**src/rtl/host_cmd_decoder_pkg.sv**
```systemverilog
`default_nettype none
// ============================================================================
// Module      : host_cmd_pkg
// Description : Shared constants, frame checksum helper and FSM state type
//               for the host command decoder.
// Revision    : 1.0 - initial release
// ============================================================================
package host_cmd_pkg;

    localparam logic [7:0] HDR    = 8'hA5;
    localparam logic [7:0] CMD_WR = 8'h01;
    localparam logic [7:0] CMD_RD = 8'h02;
    localparam logic [7:0] ACK    = 8'h06;
    localparam logic [7:0] NAK    = 8'h15;

    localparam int TIMEOUT_CYC = 10000;
    localparam int CNT_W       = 14;

    typedef enum logic [2:0] {
        IDLE     = 3'd0,
        GET_CMD  = 3'd1,
        GET_DATA = 3'd2,
        GET_CHK  = 3'd3,
        RESP     = 3'd4
    } state_t;

    function automatic logic [7:0] frame_chk(input logic [7:0] cmd, input logic [7:0] data);
        return HDR ^ cmd ^ data;
    endfunction

endpackage
`default_nettype wire

```
**src/rtl/host_cmd_decoder_byte_timeout.sv**
```systemverilog
`default_nettype none
// ============================================================================
// Module      : byte_timeout
// Description : Inter-byte timeout counter; expired is high during the
//               TIMEOUT_CYC-th consecutive running cycle without a reload.
// Revision    : 1.0 - initial release
// ============================================================================
module byte_timeout
    import host_cmd_pkg::*;
(
    input  logic clk,
    input  logic reset,
    input  logic run,
    input  logic reload,
    output logic expired
);

    localparam logic [CNT_W-1:0] C_LAST_CNT = CNT_W'(TIMEOUT_CYC - 1);

    logic [CNT_W-1:0] r_cnt_q;
    logic [CNT_W-1:0] w_cnt_d;

    assign expired = run && (r_cnt_q == C_LAST_CNT);

    always_comb begin
        w_cnt_d = r_cnt_q + CNT_W'(1);
        // Expiry also clears: the owner leaves the running states on that edge.
        if (!run || reload || expired) begin
            w_cnt_d = '0;
        end
    end

    always_ff @(posedge clk) begin
        if (reset) begin
            r_cnt_q <= '0;
        end else begin
            r_cnt_q <= w_cnt_d;
        end
    end

endmodule
`default_nettype wire

```
**src/rtl/host_cmd_decoder.sv**
```systemverilog
`default_nettype none
// ============================================================================
// Module      : host_cmd_decoder
// Description : Decodes A5/CMD/DATA/CHK host frames into toilet-core control
//               bits and status readback, answering with ACK, NAK or status.
// Revision    : 1.0 - initial release
// ============================================================================
module host_cmd_decoder
    import host_cmd_pkg::*;
(
    input  logic       clk,
    input  logic       reset,
    input  logic       rx_valid,
    input  logic [7:0] rx_data,
    output logic       tx_valid,
    output logic [7:0] tx_data,
    input  logic       tx_ready,
    input  logic       stt_ready,
    input  logic       stt_using,
    input  logic       stt_spraying,
    input  logic       stt_drying,
    input  logic       stt_discharge,
    input  logic       count_spray_done,
    input  logic       count_drying_done,
    input  logic       count_dis_done,
    output logic       reg_user_en,
    output logic       reg_toilet_using,
    output logic       reg_spray_en,
    output logic       reg_sp_dr_auto_en,
    output logic       reg_spray_mode,
    output logic       reg_auto_dis_en,
    output logic       reg_de_ur,
    output logic       warm_en,
    output logic       frame_err
);

    state_t     r_state_q,     w_state_d;
    logic [7:0] r_cmd_q,       w_cmd_d;
    logic [7:0] r_data_q,      w_data_d;
    logic [7:0] r_ctrl_q,      w_ctrl_d;
    logic [7:0] r_tx_data_q,   w_tx_data_d;
    logic       r_tx_valid_q,  w_tx_valid_d;
    logic       r_frame_err_q, w_frame_err_d;

    logic       w_run;
    logic       w_reload;
    logic       w_expired;
    logic       w_timeout;
    logic       w_chk_ok;
    logic [7:0] w_status;

    assign w_run     = (r_state_q == GET_CMD) || (r_state_q == GET_DATA) || (r_state_q == GET_CHK);
    assign w_reload  = w_run && rx_valid;
    // A byte arriving on the expiry cycle takes priority over the abort.
    assign w_timeout = w_expired && !rx_valid;
    assign w_chk_ok  = (rx_data == frame_chk(r_cmd_q, r_data_q));
    assign w_status  = {stt_ready, stt_using, stt_spraying, stt_drying,
                        stt_discharge, count_spray_done, count_drying_done, count_dis_done};

    byte_timeout u_byte_timeout (
        .clk     (clk),
        .reset   (reset),
        .run     (w_run),
        .reload  (w_reload),
        .expired (w_expired)
    );

    always_comb begin
        w_state_d     = r_state_q;
        w_cmd_d       = r_cmd_q;
        w_data_d      = r_data_q;
        w_ctrl_d      = r_ctrl_q;
        w_ctrl_d[6]   = 1'b0;
        w_tx_valid_d  = r_tx_valid_q;
        w_tx_data_d   = r_tx_data_q;
        w_frame_err_d = 1'b0;

        case (r_state_q)
            IDLE: begin
                if (rx_valid && (rx_data == HDR)) begin
                    w_state_d = GET_CMD;
                end
            end
            GET_CMD: begin
                if (rx_valid) begin
                    w_cmd_d   = rx_data;
                    w_state_d = GET_DATA;
                end else if (w_timeout) begin
                    w_state_d     = IDLE;
                    w_frame_err_d = 1'b1;
                end
            end
            GET_DATA: begin
                if (rx_valid) begin
                    w_data_d  = rx_data;
                    w_state_d = GET_CHK;
                end else if (w_timeout) begin
                    w_state_d     = IDLE;
                    w_frame_err_d = 1'b1;
                end
            end
            GET_CHK: begin
                if (rx_valid) begin
                    w_state_d    = RESP;
                    w_tx_valid_d = 1'b1;
                    w_tx_data_d  = NAK;
                    if (w_chk_ok && (r_cmd_q == CMD_WR)) begin
                        w_ctrl_d    = r_data_q;
                        w_tx_data_d = ACK;
                    end else if (w_chk_ok && (r_cmd_q == CMD_RD)) begin
                        w_tx_data_d = w_status;
                    end
                end else if (w_timeout) begin
                    w_state_d     = IDLE;
                    w_frame_err_d = 1'b1;
                end
            end
            RESP: begin
                if (tx_ready) begin
                    w_state_d    = IDLE;
                    w_tx_valid_d = 1'b0;
                end
            end
            default: begin
                w_state_d = IDLE;
            end
        endcase
    end

    always_ff @(posedge clk) begin
        if (reset) begin
            r_state_q     <= IDLE;
            r_cmd_q       <= '0;
            r_data_q      <= '0;
            r_ctrl_q      <= '0;
            r_tx_data_q   <= '0;
            r_tx_valid_q  <= 1'b0;
            r_frame_err_q <= 1'b0;
        end else begin
            r_state_q     <= w_state_d;
            r_cmd_q       <= w_cmd_d;
            r_data_q      <= w_data_d;
            r_ctrl_q      <= w_ctrl_d;
            r_tx_data_q   <= w_tx_data_d;
            r_tx_valid_q  <= w_tx_valid_d;
            r_frame_err_q <= w_frame_err_d;
        end
    end

    assign tx_valid          = r_tx_valid_q;
    assign tx_data           = r_tx_data_q;
    assign frame_err         = r_frame_err_q;
    assign reg_user_en       = r_ctrl_q[0];
    assign reg_toilet_using  = r_ctrl_q[1];
    assign reg_spray_en      = r_ctrl_q[2];
    assign reg_sp_dr_auto_en = r_ctrl_q[3];
    assign reg_spray_mode    = r_ctrl_q[4];
    assign reg_auto_dis_en   = r_ctrl_q[5];
    assign reg_de_ur         = r_ctrl_q[6];
    assign warm_en           = r_ctrl_q[7];

endmodule
`default_nettype wire
```
**config.mk**
```make
export PLATFORM = sky130hd
export DESIGN_NAME = host_cmd_decoder
export DESIGN_NICKNAME = d
export VERILOG_FILES = /design/src/rtl/host_cmd_decoder_pkg.sv /design/src/rtl/host_cmd_decoder_byte_timeout.sv /design/src/rtl/host_cmd_decoder.sv
export SDC_FILE = /design/constraint.sdc
export NUM_CORES = 1
export LEC_CHECK = 0
export CORE_MARGIN = 3
export CORE_UTILIZATION = 30
export DETAILED_ROUTE_END_ITERATION = 7
export PLACE_DENSITY = 0.64
export SYNTH_ARGS = -nofsm -noshare
export SYNTH_HDL_FRONTEND = slang
export SYNTH_SLANG_ARGS = --single-unit
```
**constraint.sdc**
```tcl
create_clock -name clk -period 1.7 [get_ports clk]
set_clock_uncertainty 0.05 [all_clocks]
set_input_delay 0.17 -clock clk [delete_from_list [all_inputs] [get_ports clk]]
set_output_delay 0.17 -clock clk [all_outputs]
set_load 0.01 [all_outputs]
```
# == Word-level counts from Yosys, hierarchy flattened ==
# Cells that the tools add are included.
# totals
reg_bits,51
inputBits,20
output_inout_bits,18
wordCells,65
# classes
add_sub_neg,1
eq_ne,12
muxes,13
bitwise,6
n_reduce_logical,24
# op_table
op,count
3-bit 2-to-1 mux,6
8-bit 2-to-1 mux,2
3-bit one-hot mux with 5 select lines,1
14-bit by 1-bit adder with 14-bit output (second input constant),1
14-bit equality test (second input constant),1
8-bit by 1-bit equality test with 1-bit output (second input constant),1
8-bit by 2-bit equality test with 1-bit output (second input constant),1
8-bit equality test,1
8-bit equality test (second input constant),1
2-bit AND reduction,4
8-bit XOR,1
3-bit by 2-bit equality test with 1-bit output (second input constant),2
1-bit logical AND,6
2-bit inequality test (second input constant),3
3-bit AND reduction,2
3-bit OR reduction,2
1-bit logical OR,4
1-bit inverter,4
4-bit inverter,1
4-bit OR reduction,1
3-bit by 1-bit equality test with 1-bit output (second input constant),1
3-bit equality test (second input constant),1
3-bit zero test,1
1-bit 2-to-1 mux,3
4 further kinds,5

# == Logic depth before layout (Yosys ltp) ==
# Gate-level depths: netlist (run 1).
# logic_depth
ltp_word,8
ltp_mapped,6
ltp_nobuf,5

# == Hierarchy ==
# Synthesis (run 1) repeated with hierarchy kept, for this count alone.
# hier_totals
hier_cells,243
area_unflattened_um2,2418.6
# modules_own_cells
mod,n_inst,cells_per_inst,area_per_inst_um2,seq_area_each_um2
host_cmd_decoder,1,174,1783.0,740.7
byte_timeout,1,69,635.6,280.3

# == Worst setup path before layout (run 1) ==
# Ideal clock, no wire load.
# synth_path
path_type,reg-to-reg
start,register r_data_q[4]
end,register r_ctrl_q[0]
setup_ns,0.072
t_arrival_ns,1.599
required_time_ns,1.578
path_slack_ns,-0.021
path_stages_with_launch,5
path_buffers,0
period_less_slack_ns,1.721
cell_sequence,dfxtp_1 xnor3_1 nand4_4 nor4_4 mux2i_1
# synth_between
elab_chain_cells,4
# synth_rtl
item,line_no,source
from (decl),host_cmd_decoder.sv:39,"logic [7:0] r_data_q, w_data_d;"
from (signal assigned),host_cmd_decoder.sv:142,r_data_q <= w_data_d;
8-bit XOR,host_cmd_decoder_pkg.sv:28,return HDR ^ cmd ^ data;
8-bit equality test,host_cmd_decoder.sv:56,"assign w_chk_ok = (rx_data == frame_chk(r_cmd_q, r_data_q));"
1-bit logical AND,host_cmd_decoder.sv:107,if (w_chk_ok && (r_cmd_q == CMD_WR)) begin
3-bit AND reduction (no line),-,
to (signal assigned),host_cmd_decoder.sv:143,r_ctrl_q <= w_ctrl_d;
to (decl),host_cmd_decoder.sv:40,"logic [7:0] r_ctrl_q, w_ctrl_d;"
# No other way between the ends.
# A chain may end at the register's enable or synchronous reset.

# == Final worst setup path (run 1) ==
# layout_path
start,register r_cmd_q[6]
end,register r_ctrl_q[4]
# layout_between
elab_chain_cells,4
word_cells_on_any_way,5
classes_between,eq/ne (2); bitwise (1); reduce/logical (2)
# layout_rtl
item,line_no,source
from (decl),host_cmd_decoder.sv:38,"logic [7:0] r_cmd_q, w_cmd_d;"
from (signal assigned),host_cmd_decoder.sv:141,r_cmd_q <= w_cmd_d;
8-bit XOR,host_cmd_decoder_pkg.sv:28,
8-bit equality test,host_cmd_decoder.sv:56,
1-bit logical AND *,host_cmd_decoder.sv:107,
3-bit AND reduction (no line) *,-,
# Mark *: on every way between the ends. The rest lies on a longest branch, timed or not.

==> results.sh, run 1 <==
export IMPL_status="finished, final reports clean"
export IMPL_drt_iter0_drc=65
export IMPL_power_density_nw_per_um2=662
export IMPL_cap_violations=0
export IMPL_cp_data_arrival_time_ns=1.86
export IMPL_first_global_vias=1715
export IMPL_finalCritPeriodShare_pct=99.0
export IMPL_layout_setup_ws_ns=0.0167
export IMPL_holdPathEnd="u_byte_timeout.r_cnt_q[0]$_SDFF_PP0_"
export IMPL_ys_ff_latch=51
export IMPL_cpMaxStageDelayCell="xnor3_2"
export IMPL_cts_root_buf="clkbuf_8"
export IMPL_layout_common_cells="42 x dfxtp_1, 37 x clkdlybuf4s50_1, 32 x nor2_1"
export IMPL_hp_class="flip-flop to flip-flop"
export IMPL_critPathKind="flip-flop to flip-flop"
export IMPL_synth_warnings=0
export IMPL_fp_dieW_um=93.5
export IMPL_grt_usage_pct=11.4
export IMPL_initial_core_util_pct=31.3
export IMPL_syn_area_per_cell_um2=10.1
export IMPL_r2r_end="r_ctrl_q[4]$_SDFFE_PP0P_"
export IMPL_layout_commonest_cell="dfxtp_1"
export IMPL_synth_area_um2=2300
export IMPL_clk_pin_slew_ns=0.09
export IMPL_cts_inserted_buffers=5
export IMPL_p_clk_share_pct=35.3
export IMPL_netlist_instances=227
export IMPL_final_cell_area_um2=3120
export IMPL_p_leak_nw=1.14
export IMPL_hold_viol=0
export IMPL_power_frac_seq_pct=57.7
export IMPL_rows=31
export IMPL_reg2reg_from="r_cmd_q[6]$_SDFFE_PP0P_"
export IMPL_placed_area_um2=2970
export IMPL_nNetsFinal=312
export IMPL_rsz0062_at_grt="true"
export IMPL_p_int_mw=1.62
export IMPL_path_max_fanout=7
export IMPL_crit_family="XOR/XNOR gates"
export IMPL_fin_cells=391
export IMPL_syn2layout_area_growth_pct=35.8
export IMPL_worst_hold_startpoint="u_byte_timeout.r_cnt_q[0]$_SDFF_PP0_"
export IMPL_dieHeight_um=93.5
export IMPL_antenna_found_initial=0
export IMPL_ys_types=40
export IMPL_max_stage_delay_ns=0.42
export IMPL_routedWlPerCell_um=12.5
export IMPL_pre_cts_ws_ns=-0.269
export IMPL_drive_gt1_share_pct=18.2
export IMPL_num_vias=1812
export IMPL_dp_cells=381
export IMPL_setup_violations_final=0
export IMPL_io_pins=38
export IMPL_async_flop_share_pct=0
export IMPL_via_per_inst=4.63
export IMPL_combPwrFrac_pct=6.9
export IMPL_path_cells="xnor3_2 > nand4_4 > nor4_4 > buf_6 > mux2i_1"
export IMPL_holdPathStages=1
export IMPL_htreeDepth=2
export IMPL_max_freq_mhz=594
export IMPL_cts_sinks=51
export IMPL_slew_violations=0
export IMPL_fin_util_pct=42.6
export IMPL_clock_path_buffers=2
export IMPL_grt_ovfl_total=0
export IMPL_p_switching_mw=0.451
export IMPL_routed_wl_mm=4.89
export IMPL_irDropWorstVdd_mv=0.496
export IMPL_sw_frac_of_total_pct=21.8
export IMPL_crit_path_end_kind="flip-flop"
export IMPL_port_buffers=37
export IMPL_gp_congestion=0.748
export IMPL_dieArea_um2=8740
export IMPL_ff2ff_setup_slack_ns=0.02
export IMPL_relSlewSlack_pct=73.2
export IMPL_grt_max_degree=21
export IMPL_cp_num_buf_inv=1
export IMPL_fin_crit_ns=1.68
export IMPL_first_pass_iters=4
export IMPL_synth_seq_area_share_pct=44.4
export IMPL_start_kind="flip-flop"
export IMPL_finalPower_mw=2.07
export IMPL_coreArea_um2=7330
export IMPL_worstPathRequired_ns=1.87
export IMPL_drc=0
export IMPL_cts_tree="built"
export IMPL_grt_pass1_wl_mm=8.01
export IMPL_synthFlopType="dfxtp_1"
export IMPL_syn_num_nets=248
export IMPL_clk_latency_ns=0.30
export IMPL_worst_pin_slew_ns=0.399
export IMPL_fillers=693
export IMPL_hpwl_mm=3.65
export IMPL_antenna_left=0
export IMPL_diodes=0
export IMPL_synth_edf_count=0
export IMPL_r2r_worst_path_cells=5
-- power groups by stage --
stage                     Combinational [mW]  Clock [mW]  Sequential, mW
after global placement                 0.138           0            1.22
after global routing                   0.152       0.816            1.19
after floorplan                       0.0493           0            1.22
final                                  0.143       0.731            1.19
after detailed placement               0.139           0            1.22
after CTS                              0.140       0.760            1.19
-- worst max-delay path by stage --
| stage | startpoint | to | slack, ns | cells past startpoint |
|---|---|---|---|---|
| after floorplan | r_data_q[6]$_SDFFE_PP0P_ | r_ctrl_q[0]$_SDFFE_PP0P_ | -0.01 | 4 |
| after global placement | rx_data[5] | tx_data[0]$_SDFFE_PP0P_ | -0.20 | 7 |
| after global routing | r_cmd_q[7]$_SDFFE_PP0P_ | r_ctrl_q[4]$_SDFFE_PP0P_ | -0.08 | 5 |
| final | r_cmd_q[6]$_SDFFE_PP0P_ | r_ctrl_q[4]$_SDFFE_PP0P_ | 0.02 | 5 |
| after detailed placement | rx_data[6] | r_ctrl_q[4]$_SDFFE_PP0P_ | -0.27 | 6 |
| after CTS | r_cmd_q[6]$_SDFFE_PP0P_ | r_ctrl_q[4]$_SDFFE_PP0P_ | -0.02 | 5 |
-- worst reg2reg max path, cell delays in order, from the launching register on --
cell     delay (ns)
dfxtp_2        0.34
xnor3_2        0.42
nand4_4        0.13
nor4_4         0.30
buf_6          0.18
mux2i_1        0.20
-- kinds of logic after synthesis --
kind of cell / count (synthesis) / synth area share (%)
compound gates: 28 / 7.95
xor+xnor: 15 / 10.1
fa+ha+maj: 1 / 0.545
buf+inv: 10 / 1.80
flops: 51 / 44.4
mux: 23 / 10.0
simple gates: 99 / 25.1
-- registers in the layout (all words and copies together) (netlist names) --
signal / count
r_cmd_q: 8
tx_valid: 1
tx_data: 8
u_byte_timeout.r_cnt_q: 14
r_ctrl_q: 8
frame_err: 1
r_data_q: 8
r_state_q: 3
-- cells in the mapped netlist (2+ instances only) --
cell type	instances	area, um^2
xnor2_1	3	26.3
dfxtp_1	51	1020
or3_1	5	31.3
mux2i_1	23	230
and4b_1	2	20.0
nor4bb_1	4	40.0
nand4_1	6	37.5
nor4_1	2	12.5
a21oi_1	6	30.0
and3_1	3	18.8
xnor3_1	4	90.1
nand3_1	5	25.0
nand2b_1	16	100
nand2_1	7	26.3
and2_1	5	31.3
nor2_1	32	120
a22o_1	5	43.8
xor2_1	5	43.8
clkbuf_1	7	26.3
nor2b_1	3	18.8
nor3_1	3	15.0
xor3_1	2	47.6
a211oi_1	3	22.5
o21ai_0	8	40.0
inv_1	2	7.51
-- area by class of cell --
type                    instances  area (um^2)  share of cell area (%)
flip-flops and latches         51         1030                    33.1
clock inverters                 1         8.76                   0.281
well taps                      99          124                    3.97
multi-input cells             166         1280                    40.9
repair buffers                 65          584                    18.7
inverters                       2         7.51                   0.241
clock buffers                   7         86.3                    2.77
-- repair_timing --
action                     in CTS  in global routing
cloned                          0                  0
gates resized for setup         3                  9
setup endpoints to repair       7                 16
setup buffers                   0                  2
hold buffers                    0                  0
pin swaps                       1                  7
-- through the flow --
stage	setup TNS, ns	hold WS [ns]
after floorplan	-0.0780	0.235
after global placement	-4.09	0.377
after detailed placement	-5.17	0.387
after CTS	-0.0174	0.406
after global routing	-0.606	0.415
final	0	0.402
-- per-layer routing --
layer | track usage (%) | vias up | share of wire (%)
li1 | - | 932 | -
met3 | 3.38 | 4 | 4.0
met1 | 16.0 | 847 | 51
met5 | 0 | - | 0
met4 | 3.66 | 0 | 1.2
met2 | 16.7 | 29 | 44
Power figures use the tool's default switching activity.
==> inputs of run 2 (changes only) <==
CORE_MARGIN = unset   (was 3)
==> run 2 against run 1 <==
Non-clock buffer count down 2. Combinational power decreased by 3%. Global-route usage rose by 1.4 points. Wire length down 4.0%. Via count decreased by 1.7%. Sequential share of layout area rose by 0.11 points. Utilization shrank 0.39 points. Clock power rose by 12%. Die area fell by 8.4%. Critical endpoint is now r_ctrl_q[5]$_SDFFE_PP0P_. Largest power group unchanged.
==> results.sh, run 2 (synthesis gave the netlist of run 1 again) <==
export IMPL_p_leak_nw=1.13
export IMPL_final_cell_area_um2=3090
export IMPL_sw_frac_of_total_pct=20.4
export IMPL_critPathKind="flip-flop to flip-flop"
export IMPL_p_int_mw=1.71
export IMPL_grt_max_degree=19
export IMPL_r2r_worst_path_cells=5
export IMPL_drt_iter0_drc=71
export IMPL_rsz0062_at_grt="true"
export IMPL_htreeDepth=2
export IMPL_cts_root_buf="clkbuf_8"
export IMPL_cpMaxStageDelayCell="xnor3_1"
export IMPL_p_switching_mw=0.440
export IMPL_r2r_end="r_ctrl_q[5]$_SDFFE_PP0P_"
export IMPL_holdPathEnd="u_byte_timeout.r_cnt_q[0]$_SDFF_PP0_"
export IMPL_gp_congestion=0.799
export IMPL_port_buffers=37
export IMPL_largest_register_ffs=14
export IMPL_clk_latency_ns=0.30
export IMPL_via_per_inst=4.59
export IMPL_num_vias=1781
export IMPL_power_density_nw_per_um2=696
export IMPL_placed_area_um2=2970
export IMPL_ff2ff_setup_slack_ns=0.03
export IMPL_power_frac_seq_pct=55.5
export IMPL_relSlewSlack_pct=75.9
export IMPL_hp_class="flip-flop to flip-flop"
export IMPL_grt_pass1_wl_mm=7.89
export IMPL_initial_core_util_pct=31.3
export IMPL_fin_crit_ns=1.67
export IMPL_layout_commonest_cell="dfxtp_1"
export IMPL_worst_pin_slew_ns=0.357
export IMPL_crit_path_end_kind="flip-flop"
export IMPL_routed_wl_mm=4.69
export IMPL_status="finished, final reports clean"
export IMPL_worstPathRequired_ns=1.88
export IMPL_finalCritPeriodShare_pct=98.3
export IMPL_antenna_left=0
export IMPL_p_clk_share_pct=38.1
export IMPL_io_pins=38
export IMPL_hold_viol=0
export IMPL_combPwrFrac_pct=6.4
export IMPL_path_max_fanout=7
export IMPL_routedWlPerCell_um=12.1
export IMPL_first_pass_iters=4
export IMPL_worst_hold_startpoint="u_byte_timeout.r_cnt_q[0]$_SDFF_PP0_"
export IMPL_grt_ovfl_total=0
export IMPL_crit_family="simple AND/OR/NAND/NOR gates"
export IMPL_diodes=0
export IMPL_cap_violations=0
export IMPL_dieHeight_um=89.5
export IMPL_clk_pin_slew_ns=0.09
export IMPL_dieArea_um2=8010
export IMPL_max_stage_delay_ns=0.42
export IMPL_setup_violations_final=0
export IMPL_drive_gt1_share_pct=14.9
export IMPL_drc=0
export IMPL_grt_usage_pct=12.8
export IMPL_holdPathStages=1
export IMPL_clock_path_buffers=2
export IMPL_slew_violations=0
export IMPL_coreArea_um2=7330
export IMPL_layout_setup_ws_ns=0.0281
export IMPL_pre_cts_ws_ns=-0.253
export IMPL_cts_inserted_buffers=5
export IMPL_syn2layout_area_growth_pct=34.6
export IMPL_start_kind="flip-flop"
export IMPL_reg2reg_from="r_data_q[4]$_SDFFE_PP0P_"
export IMPL_path_cells="xnor3_1 > nand4_4 > nor4_4 > buf_6 > mux2i_1"
export IMPL_rows=31
export IMPL_cp_num_buf_inv=1
export IMPL_ctsHoldBuffers=0
export IMPL_cts_sinks=51
export IMPL_irDropWorstVdd_mv=0.356
export IMPL_layout_common_cells="47 x dfxtp_1, 37 x clkdlybuf4s50_1, 32 x nor2_1"
export IMPL_fp_dieW_um=89.5
export IMPL_cts_tree="built"
export IMPL_hpwl_mm=3.51
export IMPL_first_global_vias=1736
export IMPL_max_freq_mhz=598
export IMPL_fillers=717
export IMPL_top_register="u_byte_timeout.r_cnt_q"
export IMPL_cp_data_arrival_time_ns=1.85
export IMPL_nNetsFinal=310
export IMPL_antenna_found_initial=0
-- run 2: worst register-to-register path, stage by stage (launching register included) --
cell and delay [ns]:
dfxtp_1 0.34, xnor3_1 0.42, nand4_4 0.13, nor4_4 0.31, buf_6 0.18, mux2i_1 0.18
-- run 2: metrics by stage --
step	util [%]	total power [mW]	std cells	setup TNS, ns	hold slack [ns]
2_1_floorplan	-	1.27	227	-0.0780	0.235
3_3_place_gp	40.5	1.36	381	-3.64	0.376
3_5_place_dp	40.5	1.36	381	-4.52	0.384
4_1_cts	42.0	2.18	388	0	0.399
5_1_grt	42.2	2.24	388	-0.426	0.423
6_report	42.2	2.15	388	0	0.395
-- run 2: cell type report --
class | instances | area, um^2 | area share (%)
repair buffers | 63 | 569 | 18.4
well taps | 99 | 124 | 4.01
flip-flops and latches | 51 | 1030 | 33.2
inverters | 2 | 7.51 | 0.243
clock buffers | 6 | 72.6 | 2.35
multi-input cells | 166 | 1260 | 40.8
clock inverters | 1 | 30.0 | 0.971
-- run 2: what timing repair did --
action,in CTS,in global routing
setup buffers,0,0
endpoints found under the setup margin,7,15
gates resized for setup,2,2
pin swaps,0,3
gates cloned,0,0
-- run 2: power by group through the flow --
stage | Clock (mW) | Combinational (mW) | Sequential [mW]
finish | 0.820 | 0.138 | 1.19
global route | 0.899 | 0.148 | 1.19
floorplan | 0 | 0.0493 | 1.22
detailed placement | 0 | 0.137 | 1.22
CTS | 0.849 | 0.137 | 1.19
global placement | 0 | 0.138 | 1.22
-- run 2: worst max-delay path by stage --
stage                             start                        to  slack, ns  cells after the start
6_report       r_data_q[4]$_SDFFE_PP0P_  r_ctrl_q[5]$_SDFFE_PP0P_       0.03                      5
5_1_grt        r_data_q[6]$_SDFFE_PP0P_  r_ctrl_q[3]$_SDFFE_PP0P_      -0.09                      5
4_1_cts        r_data_q[6]$_SDFFE_PP0P_  r_ctrl_q[7]$_SDFFE_PP0P_     0.0002                      5
3_5_place_dp                   rx_valid  r_ctrl_q[3]$_SDFFE_PP0P_      -0.25                      6
3_3_place_gp                 rx_data[5]   tx_data[4]$_SDFFE_PP0P_      -0.20                      7
2_1_floorplan  r_data_q[6]$_SDFFE_PP0P_  r_ctrl_q[0]$_SDFFE_PP0P_      -0.01                      4
-- run 2: layer usage --
layer | vias up | global-route usage, % | routed length (um)
li1 | 928 | - | -
met1 | 819 | 17.5 | 2470
met2 | 29 | 19.6 | 1960
met3 | 5 | 3.32 | 192
met4 | 0 | 4.33 | 62
met5 | - | 0 | 0
